<file path="config.mk">
export PLATFORM = sky130hd
export DESIGN_NAME = neuron_quant_arbiter
export DESIGN_NICKNAME = d
export VERILOG_FILES = /design/src/rtl/mlp_pkg.sv /design/src/rtl/quant_rr_grant.sv /design/src/rtl/neuron_quant_arbiter.sv
export SDC_FILE = /design/constraint.sdc
export NUM_CORES = 1
export LEC_CHECK = 0
export BUFFER_PORTS_ARGS = -buffer_cell sky130_fd_sc_hd__clkbuf_2
export CORE_AREA = 2 2 78 80
export DETAILED_ROUTE_END_ITERATION = 10
export DIE_AREA = 0 0 80 82
export GPL_ROUTABILITY_DRIVEN = 0
export PLACE_DENSITY = 0.83
export SLEW_MARGIN = 20
export SYNTH_ARGS = -nofsm -noshare
export SYNTH_HDL_FRONTEND = slang
export SYNTH_HIERARCHICAL = 1
export SYNTH_SLANG_ARGS = --single-unit
</file>
<file path="constraint.sdc">
create_clock -name clk -period 4.05 [get_ports clk]
set_input_delay 0.405 -clock clk [delete_from_list [all_inputs] [get_ports clk]]
set_output_delay 0.405 -clock clk [all_outputs]
set_load 0.1 [all_outputs]
</file>
<file path="src/rtl/mlp_pkg.sv">
// Shared constants and types for the MLP layer datapath blocks.
package mlp_pkg;

    localparam int unsigned N_REQ_DEF            = 4;
    localparam int unsigned INPUT_WIDTH_DEF      = 32;
    localparam int unsigned FRACTION_IN_BIT_DEF  = 16;
    localparam int unsigned OUTPUT_WIDTH_DEF     = 16;
    localparam int unsigned FRACTION_OUT_BIT_DEF = 8;
    localparam int unsigned BATCH_LEN_DEF        = 4;

    // Occupancy of the single quantized-result register.
    typedef enum logic {
        EMPTY = 1'b0,
        FULL  = 1'b1
    } q_state_e;

endpackage

</file>
<file path="src/rtl/quant_rr_grant.sv">
// Combinational round-robin grant: first asserted request at or after ptr, wrapping.
module quant_rr_grant #(
    parameter int unsigned N_REQ = 4,
    parameter int unsigned IDX_W = 2
) (
    input  logic [N_REQ-1:0] req,
    input  logic [IDX_W-1:0] ptr,
    output logic [N_REQ-1:0] gnt,
    output logic [IDX_W-1:0] idx
);

    // Scan from ptr upward modulo N_REQ; the first hit wins.
    always_comb begin
        int unsigned pos;
        gnt = '0;
        idx = '0;
        pos = 0;
        for (int unsigned off = 0; off < N_REQ; off++) begin
            pos = (32'(ptr) + off) % N_REQ;
            if (req[pos] && (gnt == '0)) begin
                gnt[pos] = 1'b1;
                idx      = IDX_W'(pos);
            end
        end
    end

endmodule

</file>
<file path="src/rtl/neuron_quant_arbiter.sv">
// Shares one fixed-point quantizer between N_REQ accumulators. Round-robin grant,
// truncating quantizer, single output register tagged with requester index, and a
// batch counter that pulses batch_done every BATCH_LEN output handshakes.
// Optional feature: define QUANT_SAT_EN to clamp out-of-range results (out_sat=1).
module neuron_quant_arbiter
    import mlp_pkg::*;
#(
    parameter int unsigned N_REQ            = N_REQ_DEF,
    parameter int unsigned INPUT_WIDTH      = INPUT_WIDTH_DEF,
    parameter int unsigned FRACTION_IN_BIT  = FRACTION_IN_BIT_DEF,
    parameter int unsigned OUTPUT_WIDTH     = OUTPUT_WIDTH_DEF,
    parameter int unsigned FRACTION_OUT_BIT = FRACTION_OUT_BIT_DEF,
    parameter int unsigned BATCH_LEN        = BATCH_LEN_DEF
) (
    input  logic                         clk,
    input  logic                         rst,
    input  logic [N_REQ-1:0]             req_valid,
    output logic [N_REQ-1:0]             req_ready,
    input  logic [N_REQ*INPUT_WIDTH-1:0] req_data,
    output logic                         out_valid,
    input  logic                         out_ready,
    output logic [OUTPUT_WIDTH-1:0]      out_data,
    output logic [$clog2(N_REQ)-1:0]     out_id,
    output logic                         out_sat,
    output logic                         batch_done
);

    localparam int unsigned IDX_W = $clog2(N_REQ);
    localparam int unsigned CNT_W = (BATCH_LEN > 1) ? $clog2(BATCH_LEN) : 1;
    // Output window inside the accumulator word.
    localparam int unsigned LSB   = FRACTION_IN_BIT - FRACTION_OUT_BIT;
    localparam int unsigned MSB   = LSB + OUTPUT_WIDTH - 1;

    q_state_e                state_q;
    logic [OUTPUT_WIDTH-1:0] data_q;
    logic [IDX_W-1:0]        id_q;
    logic                    sat_q;
    logic [IDX_W-1:0]        ptr_q;
    logic [CNT_W-1:0]        cnt_q;
    logic                    done_q;

    logic [N_REQ-1:0]        gnt;
    logic [IDX_W-1:0]        gnt_idx;
    logic [IDX_W-1:0]        ptr_nxt;
    logic                    load;
    logic                    hs;
    logic                    xfer;
    logic [INPUT_WIDTH-1:0]  sel_data;
    logic [OUTPUT_WIDTH-1:0] q_data;
    logic                    q_sat;
    logic                    unused_sel;

    quant_rr_grant #(
        .N_REQ (N_REQ),
        .IDX_W (IDX_W)
    ) u_grant (
        .req (req_valid),
        .ptr (ptr_q),
        .gnt (gnt),
        .idx (gnt_idx)
    );

    // Handshake decode; ready is suppressed during reset so nothing is accepted then.
    always_comb begin
        load      = (state_q == EMPTY) || out_ready;
        req_ready = (load && !rst) ? gnt : '0;
        xfer      = |(req_valid & req_ready);
        hs        = (state_q == FULL) && out_ready;
        ptr_nxt   = (gnt_idx == IDX_W'(N_REQ - 1)) ? '0 : gnt_idx + 1'b1;
    end

    assign sel_data   = req_data[gnt_idx*INPUT_WIDTH +: INPUT_WIDTH];
    // Fraction bits below the window are dropped by design.
    assign unused_sel = ^sel_data;

    // Truncating quantizer, with optional clamp when the dropped high bits disagree
    // with the output sign bit.
    always_comb begin
        q_data = sel_data[MSB:LSB];
        q_sat  = 1'b0;
`ifdef QUANT_SAT_EN
        for (int b = MSB + 1; b < INPUT_WIDTH; b++) begin
            if (sel_data[b] != sel_data[MSB]) begin
                q_sat = 1'b1;
            end
        end
        if (q_sat) begin
            q_data = sel_data[INPUT_WIDTH-1] ? {1'b1, {(OUTPUT_WIDTH-1){1'b0}}}
                                             : {1'b0, {(OUTPUT_WIDTH-1){1'b1}}};
        end
`endif
    end

    // Output register and arbitration pointer.
    always_ff @(posedge clk) begin
        if (rst) begin
            state_q <= EMPTY;
            data_q  <= '0;
            id_q    <= '0;
            sat_q   <= 1'b0;
            ptr_q   <= '0;
        end else if (xfer) begin
            state_q <= FULL;
            data_q  <= q_data;
            id_q    <= gnt_idx;
            sat_q   <= q_sat;
            ptr_q   <= ptr_nxt;
        end else if (hs) begin
            state_q <= EMPTY;
        end
    end

    // Batch counter; batch_done is a registered one-cycle pulse.
    always_ff @(posedge clk) begin
        if (rst) begin
            cnt_q  <= '0;
            done_q <= 1'b0;
        end else begin
            done_q <= 1'b0;
            if (hs) begin
                if (cnt_q == CNT_W'(BATCH_LEN - 1)) begin
                    cnt_q  <= '0;
                    done_q <= 1'b1;
                end else begin
                    cnt_q <= cnt_q + 1'b1;
                end
            end
        end
    end

    assign out_valid  = (state_q == FULL);
    assign out_data   = data_q;
    assign out_id     = id_q;
    assign out_sat    = sat_q;
    assign batch_done = done_q;

endmodule

</file>
==> results.yml, run 1 <==
global_route:
  grt_use_met3_pct: 3.08
  use_met2_pct: 30.3
  grt_most_used_layer: "met2"
  antenna_found_initial: 0
  grt_pass1_wl_mm: 8.85
  grt.overflow.total: 0
  grt_usage_pct: 16.8
  grt_start_max_net_pins: 27
  first_global_vias: 2017
  grt_util_met1_pct: 19.6
critical_path:
  critPathTopFamily: "compound AO/OA/AOI/OAI gates"
  cp.arrival_ns: 3.38
  crit_required_ns: 3.64
  end_kind: "output pin"
  cp-start-kind: "flip-flop"
  reg2regPathDepth: 12
  path_buf_inv: 2
  regToRegSetupSlack_ns: 0.36
  crit_chain: "inv_1, ha_1, or4_4, a21boi_2, a2111o_1, o2111a_2, nand2_1, nand3_1, and2_1, clkbuf_2"
  worst-path-max-fanout: 10
  critPathKind: "reg2out"
  slowest_stage: "or4_4"
  crit_cells: 10
  cpPeakStageDelay_ns: 0.57
final_layout:
  fin_area_sq_mm: 0.00268
  diodes: 0
  layoutNonFillerInstCount: 379
  nNetsFinal: 451
  syn_to_final_growth_pct: 28.9
  layout-drive-gt1-share_pct: 43.8
floorplanning:
  rows: 28
  start_util_pct: 36.2
  die_x_microns: 80
  die_h_microns: 82
  io_pins: 160
  core-area_sq_mm: 0.00575
  dieArea_sq_mm: 0.00656
placed_design:
  port_buffers: 94
  place_area_sq_mm: 0.00264
  hpwl_mm: 4.33
  dp_cells: 376
logic_synthesis:
  syn_avg_cell_area_sq_um: 9.67
  async_flop_share_pct: 0
  yosys_most_used_dff: "dfxtp_1"
  synthCells: 215
  synth-seq-cells: 24
  syn_area_sq_mm: 0.00208
  ys_warn_count: 6
  synthesis.nets: 360
  yosysUniqueCellTypes: 44
  seq_area_frac_synth_pct: 23.1
  synth-edff-count: 0
clock_network:
  htree_levels: 1
  cts_sinks: 24
  cts_setup_buffers: 0
  root_buffer: "clkbuf_8"
  cts_tree: "built"
  clkLatencyLatePin_ns: 0.27
  clockBufferDepth: 2
  cts_buffers: 3
  path_clk_slew_ns: 0.08
timing:
  slew-limit-headroom_pct: 62.6
  hold_ws_ns: 0.419
  tightest_slew_ns: 0.564
  clock_skew_ns: 0.00865
  rsz0062_at_grt: "false"
  final-hold-violation-count: 0
  min_period_ns: 3.79
  finalSetupTns_ns: 0
  slew_violations: 0
  fin_crit_sh_pct: 93.5
  finalSetupViolCount: 0
  fmax_mhz: 264
power:
  comb_power_share_pct: 80.5
  vdd_drop_max_v: 0.000524
  seq_power_share_pct: 14.2
  power_density_mw_per_mm2: 968
  p_leak_nw: 1.21
  p_clk_share_pct: 5.4
  p_sw_share_pct: 55.4
  p_switching_mw: 1.44
  p_total_mw: 2.59
  p_int_mw: 1.16
route:
  dr.pass1.iters: 8
  wire_per_inst_microns: 14.7
  drc: 0
  drt-initial-drc-count: 87
  routed_via_density: 5.53
  drtAntennaViolNets: 0
  wl_mm: 5.57
  num_vias: 2097
status:
  outcome: "finished, final reports clean"
min_path:
  hold_depth: 3
  hp-class: "in2reg"
run:
  drv_cap: 0
## layout by cell type, fill, tap and decap left out, types with 2 or more instances in the layout
| master | instances |
|---|---|
| clkbuf_8 | 3 |
| a222oi_1 | 2 |
| nand2b_1 | 16 |
| mux4_2 | 19 |
| a22oi_1 | 5 |
| a21oi_1 | 4 |
| buf_12 | 2 |
| inv_1 | 16 |
| a22o_1 | 3 |
| nor2b_1 | 5 |
| nor3b_1 | 2 |
| o221ai_1 | 16 |
| and2_1 | 4 |
| a221oi_1 | 2 |
| buf_4 | 4 |
| clkbuf_2 | 94 |
| mux2i_1 | 2 |
| nand3_1 | 4 |
| dfxtp_1 | 24 |
| clkinv_1 | 8 |
| ha_1 | 10 |
| nor2_1 | 6 |
| or3_1 | 19 |
| nand2_1 | 11 |
| mux2_4 | 4 |
## synthesized netlist by cell type, types with 2 or more instances
cell type	count	area, sq um
a222oi_1	2	20.0
clkbuf_1	7	26.3
nor2_1	6	22.5
a221oi_1	2	17.5
or3_1	19	119
mux2i_1	2	20.0
a211o_1	2	17.5
nand3_1	4	20.0
nand2b_1	16	100
a21oi_1	4	20.0
mux2_4	4	60.1
and2_1	4	25.0
dfxtp_1	24	480
mux4_2	19	428
clkinv_1	8	30.0
nand2_1	11	41.3
buf_4	2	15.0
a22o_1	3	26.3
a22oi_1	5	37.5
o221ai_1	16	140
nor2b_1	5	31.3
buf_2	3	15.0
ha_1	10	125
nor3b_1	2	15.0
inv_1	16	60.1
## power groups by stage
stage / sequential, mW / clock, mW / combinational (mW)
floorplan: 0.858 / 0 / 1.25
global placement: 0.369 / 0 / 2.05
detailed placement: 0.372 / 0 / 2.10
CTS: 0.368 / 0.144 / 2.11
global route: 0.377 / 0.152 / 2.24
finish: 0.367 / 0.139 / 2.09
## state kept, by name, summed over array words and instances, names as in the netlist
signal      count
out_id          2
cnt_q           2
batch_done      1
ptr_q           2
out_data       16
out_valid       1
## per-layer routing
metal	vias to the layer above	share of wire, %
li1	995	-
met5	-	0
met4	0	2.3
met3	15	4.9
met1	1000	39
met2	87	54
## area by class of cell
| cell class | count | area (sq um) |
|---|---|---|
| inverter | 24 | 90.1 |
| timing repair buffer | 100 | 541 |
| fill | 572 | 3070 |
| clock buffer | 3 | 41.3 |
| tap | 75 | 93.8 |
| multi-input combinational | 153 | 1430 |
| sequential | 24 | 480 |
## what timing repair did
action                                  4_1_cts  5_1_grt
resized for setup                             0        1
hold buffers                                  0        0
endpoints found under the setup margin        0        5
## worst min-delay path, stage by stage
cell	delay (ns)
clkbuf_2	0.10
nand3_1	0.08
a21oi_1	0.05
## stage by stage
stage / setup WS [ns] / util, %
floorplan: 0.205 / -
global placement: 0.325 / 45.9
detailed placement: 0.198 / 45.9
CTS: 0.188 / 46.6
global route: 0.115 / 46.6
finish: 0.262 / 46.6
## path summary, 6_finish.rpt
kind | startpoint | end
setup reg to reg | ptr_q[0] | out_id[1]
hold / removal | out_ready | cnt_q[1]
setup / recovery | ptr_q[0] | req_ready[3]
hold reg to reg | cnt_q[1] | cnt_q[1]
## cells by family after synthesis
family                     Yosys count  synth area share, %
other                                1                0.180
muxes                               26                 25.0
adders and majority gates           10                 6.02
DFF                                 24                 23.1
and+or+nand+nor                     72                 19.7
buffers and inverters               38                 8.31
AOI/OAI and AO/OA                   44                 17.6
No activity file was read; power rests on OpenSTA's default activity.
==> run 2, diff against run 1 <==
--- a/config.mk
+++ b/config.mk
@@ -5,12 +5,13 @@
 export SDC_FILE = /design/constraint.sdc
 export NUM_CORES = 1
 export LEC_CHECK = 0
+export ABC_AREA = 1
 export BUFFER_PORTS_ARGS = -buffer_cell sky130_fd_sc_hd__clkbuf_2
-export CORE_AREA = 2 2 78 80
+export CORE_AREA = 2 2 80 82
 export DETAILED_ROUTE_END_ITERATION = 10
-export DIE_AREA = 0 0 80 82
+export DIE_AREA = 0 0 82 84
 export GPL_ROUTABILITY_DRIVEN = 0
-export PLACE_DENSITY = 0.83
+export PLACE_DENSITY = 0.81
 export SLEW_MARGIN = 20
 export SYNTH_ARGS = -nofsm -noshare
 export SYNTH_HDL_FRONTEND = slang
==> results.yml, run 2 <==
logic_synthesis:
  syn_area_sq_mm: 0.00215
  synthTopCellsByArea: "dfxtp_1, nor2_1, nand2_1"
  async_flop_share_pct: 0
  yosys_most_used_dff: "dfxtp_1"
  synth_commonest_cells: "nor2_1, nand2_1, o21ai_0"
  synth-edff-count: 0
  syn_avg_cell_area_sq_um: 5.84
  synth-seq-cells: 24
  synthCells: 368
  yosys.area.top_type: "dfxtp_1"
  yosysMostFrequentCell: "nor2_1"
  ys_warn_count: 6
  yosysUniqueCellTypes: 27
  synthesis.nets: 513
  seq_area_frac_synth_pct: 22.4
  yosys.area.top_type_share_pct: 22.4
route:
  top_layer: "met4"
  num_vias: 2442
  drc: 0
  drt-initial-drc-count: 84
  wire_per_inst_microns: 11.0
  wl_met2_mm: 2.94
  drtAntennaViolNets: 0
  routed_via_density: 4.63
  route.met3.wl_microns: 329
  wl_mm: 5.81
  wl_met1_mm: 2.51
  dr.pass1.iters: 5
min_path:
  hp-class: "in2reg"
global_route:
  grt_pass1_wl_mm: 9.30
  grt.overflow.total: 0
  first_global_vias: 2270
  antenna_found_initial: 0
  grt_start_max_net_pins: 42
  grt_usage_pct: 16.7
clock_network:
  clockBufferDepth: 2
  cts_sinks: 24
  cts_buffers: 3
  cts_setup_buffers: 0
  clkLatencyLatePin_ns: 0.26
  htree_levels: 1
  path_clk_slew_ns: 0.08
  holdBufCountCts: 0
  root_buffer: "clkbuf_8"
  cts_resized: 0
  cts_tree: "built"
placed_design:
  hpwl_mm: 4.47
  dp_cells: 525
  post-place-ws_ns: 0.437
  port_buffers: 94
timing:
  min_period_ns: 3.75
  tightest_slew_ns: 0.548
  setup_slack_ns: 0.302
  slew-limit-headroom_pct: 63.7
  clock_skew_ns: 0.00354
  finalSetupTns_ns: 0
  rsz0062_at_grt: "false"
  slew_violations: 0
  fin_crit_sh_pct: 92.5
  final-hold-violation-count: 0
  finalSetupViolCount: 0
  fmax_mhz: 267
critical_path:
  worst-path-max-fanout: 10
  crit_required_ns: 3.64
  cp-start-kind: "flip-flop"
  cp.arrival_ns: 3.34
  end_kind: "output pin"
  critPathKind: "reg2out"
run:
  drv_cap: 0
final_layout:
  fill_cells: 651
  nNetsFinal: 598
  diodes: 0
  final_common_cell: "nor2_1"
  syn_to_final_growth_pct: 24.5
  layoutNonFillerInstCount: 528
  layout-drive-gt1-share_pct: 28.6
  largest_reg_flops: 16
  multi_input_area_sq_mm: 0.00140
  layout.area.seq_sq_um: 482
  final_cell_mix: "nor2_1, clkbuf_2, nand2_1, o21ai_0, inv_1"
floorplanning:
  dieArea_sq_mm: 0.00689
  die_x_microns: 82
  io_pins: 160
  start_util_pct: 35.2
  core-area_sq_mm: 0.00610
  die_h_microns: 84
  rows: 29
status:
  outcome: "finished, final reports clean"
==> run 2: cell count changes in the layout (fill, tap and decap cells not counted), sizes merged, moves of 8 or more <==
cell	previous run	this run
inv	16	43
mux4	19	0
nand2b	16	0
nand3	4	22
o221ai	16	0
or3	19	0
nand2	11	82
clkinv	8	0
o21ai	1	54
nor2	6	103
==> run 2: cells by family (layout without fill, tap and decap cells) <==
kind of cell | count (synthesis) | count (layout) | synth area share (%)
and+or+nand+nor | 212 | 212 | 44.0
adders and majority gates | 10 | 10 | 5.82
other | 1 | 1 | 0.175
AOI/OAI and AO/OA | 61 | 61 | 15.1
buffers and inverters | 60 | 143 | 12.5
DFF | 24 | 24 | 22.4
==> run 2: cell type report <==
cell class / count / share of cell area, %
clock buffer: 3 / 1.54
inverter: 43 / 6.04
multi-input combinational: 284 / 52.4
sequential: 24 / 18.0
timing repair buffer: 97 / 18.4
tap: 77 / 3.60
==> run 2: critical path, cell delays in order, from the launching register on <==
cell,delay [ns]
dfxtp_1,0.56
inv_1,0.20
ha_1,0.36
inv_1,0.10
nand3_1,0.09
o21ai_1,0.10
a21oi_4,0.21
nand3_1,0.12
nand2_2,0.14
nor2_4,0.05
nand3_1,0.09
nand2_2,0.08
nor2_4,0.18
nand3_1,0.09
nand2_1,0.10
inv_1,0.05
nor2_1,0.09
clkbuf_2,0.46
==> run 2: final timing paths <==
path	from	to	slack (ns)	depth (start not counted)
worst min register to register	cnt_q[1]	cnt_q[1]	0.48	2
worst min-delay path	rst	out_valid	0.35	2
worst max register to register	ptr_q[1]	out_data[8]	0.47	21
worst max-delay path	ptr_q[1]	req_ready[0]	0.30	17
==> run 2: through the flow <==
step | util (%) | area, sq um | hold slack (ns)
2_1_floorplan | - | 2150 | 0.438
3_3_place_gp | 43.2 | 2630 | 0.453
3_5_place_dp | 43.2 | 2630 | 0.479
4_1_cts | 43.8 | 2670 | 0.349
5_1_grt | 43.9 | 2670 | 0.363
6_report | 43.9 | 2670 | 0.353
==> run 2: layer usage <==
| metal | vias up | global-route usage [%] |
|---|---|---|
| met5 | - | 0 |
| met4 | 0 | 5.30 |
| met3 | 2 | 1.41 |
| met2 | 77 | 33.0 |
| met1 | 1051 | 17.7 |
| li1 | 1312 | - |
Power of run 2 is left out: the tool's default activity adds up to more than one toggle a clock period on the data nets, which glitch-free logic cannot reach.
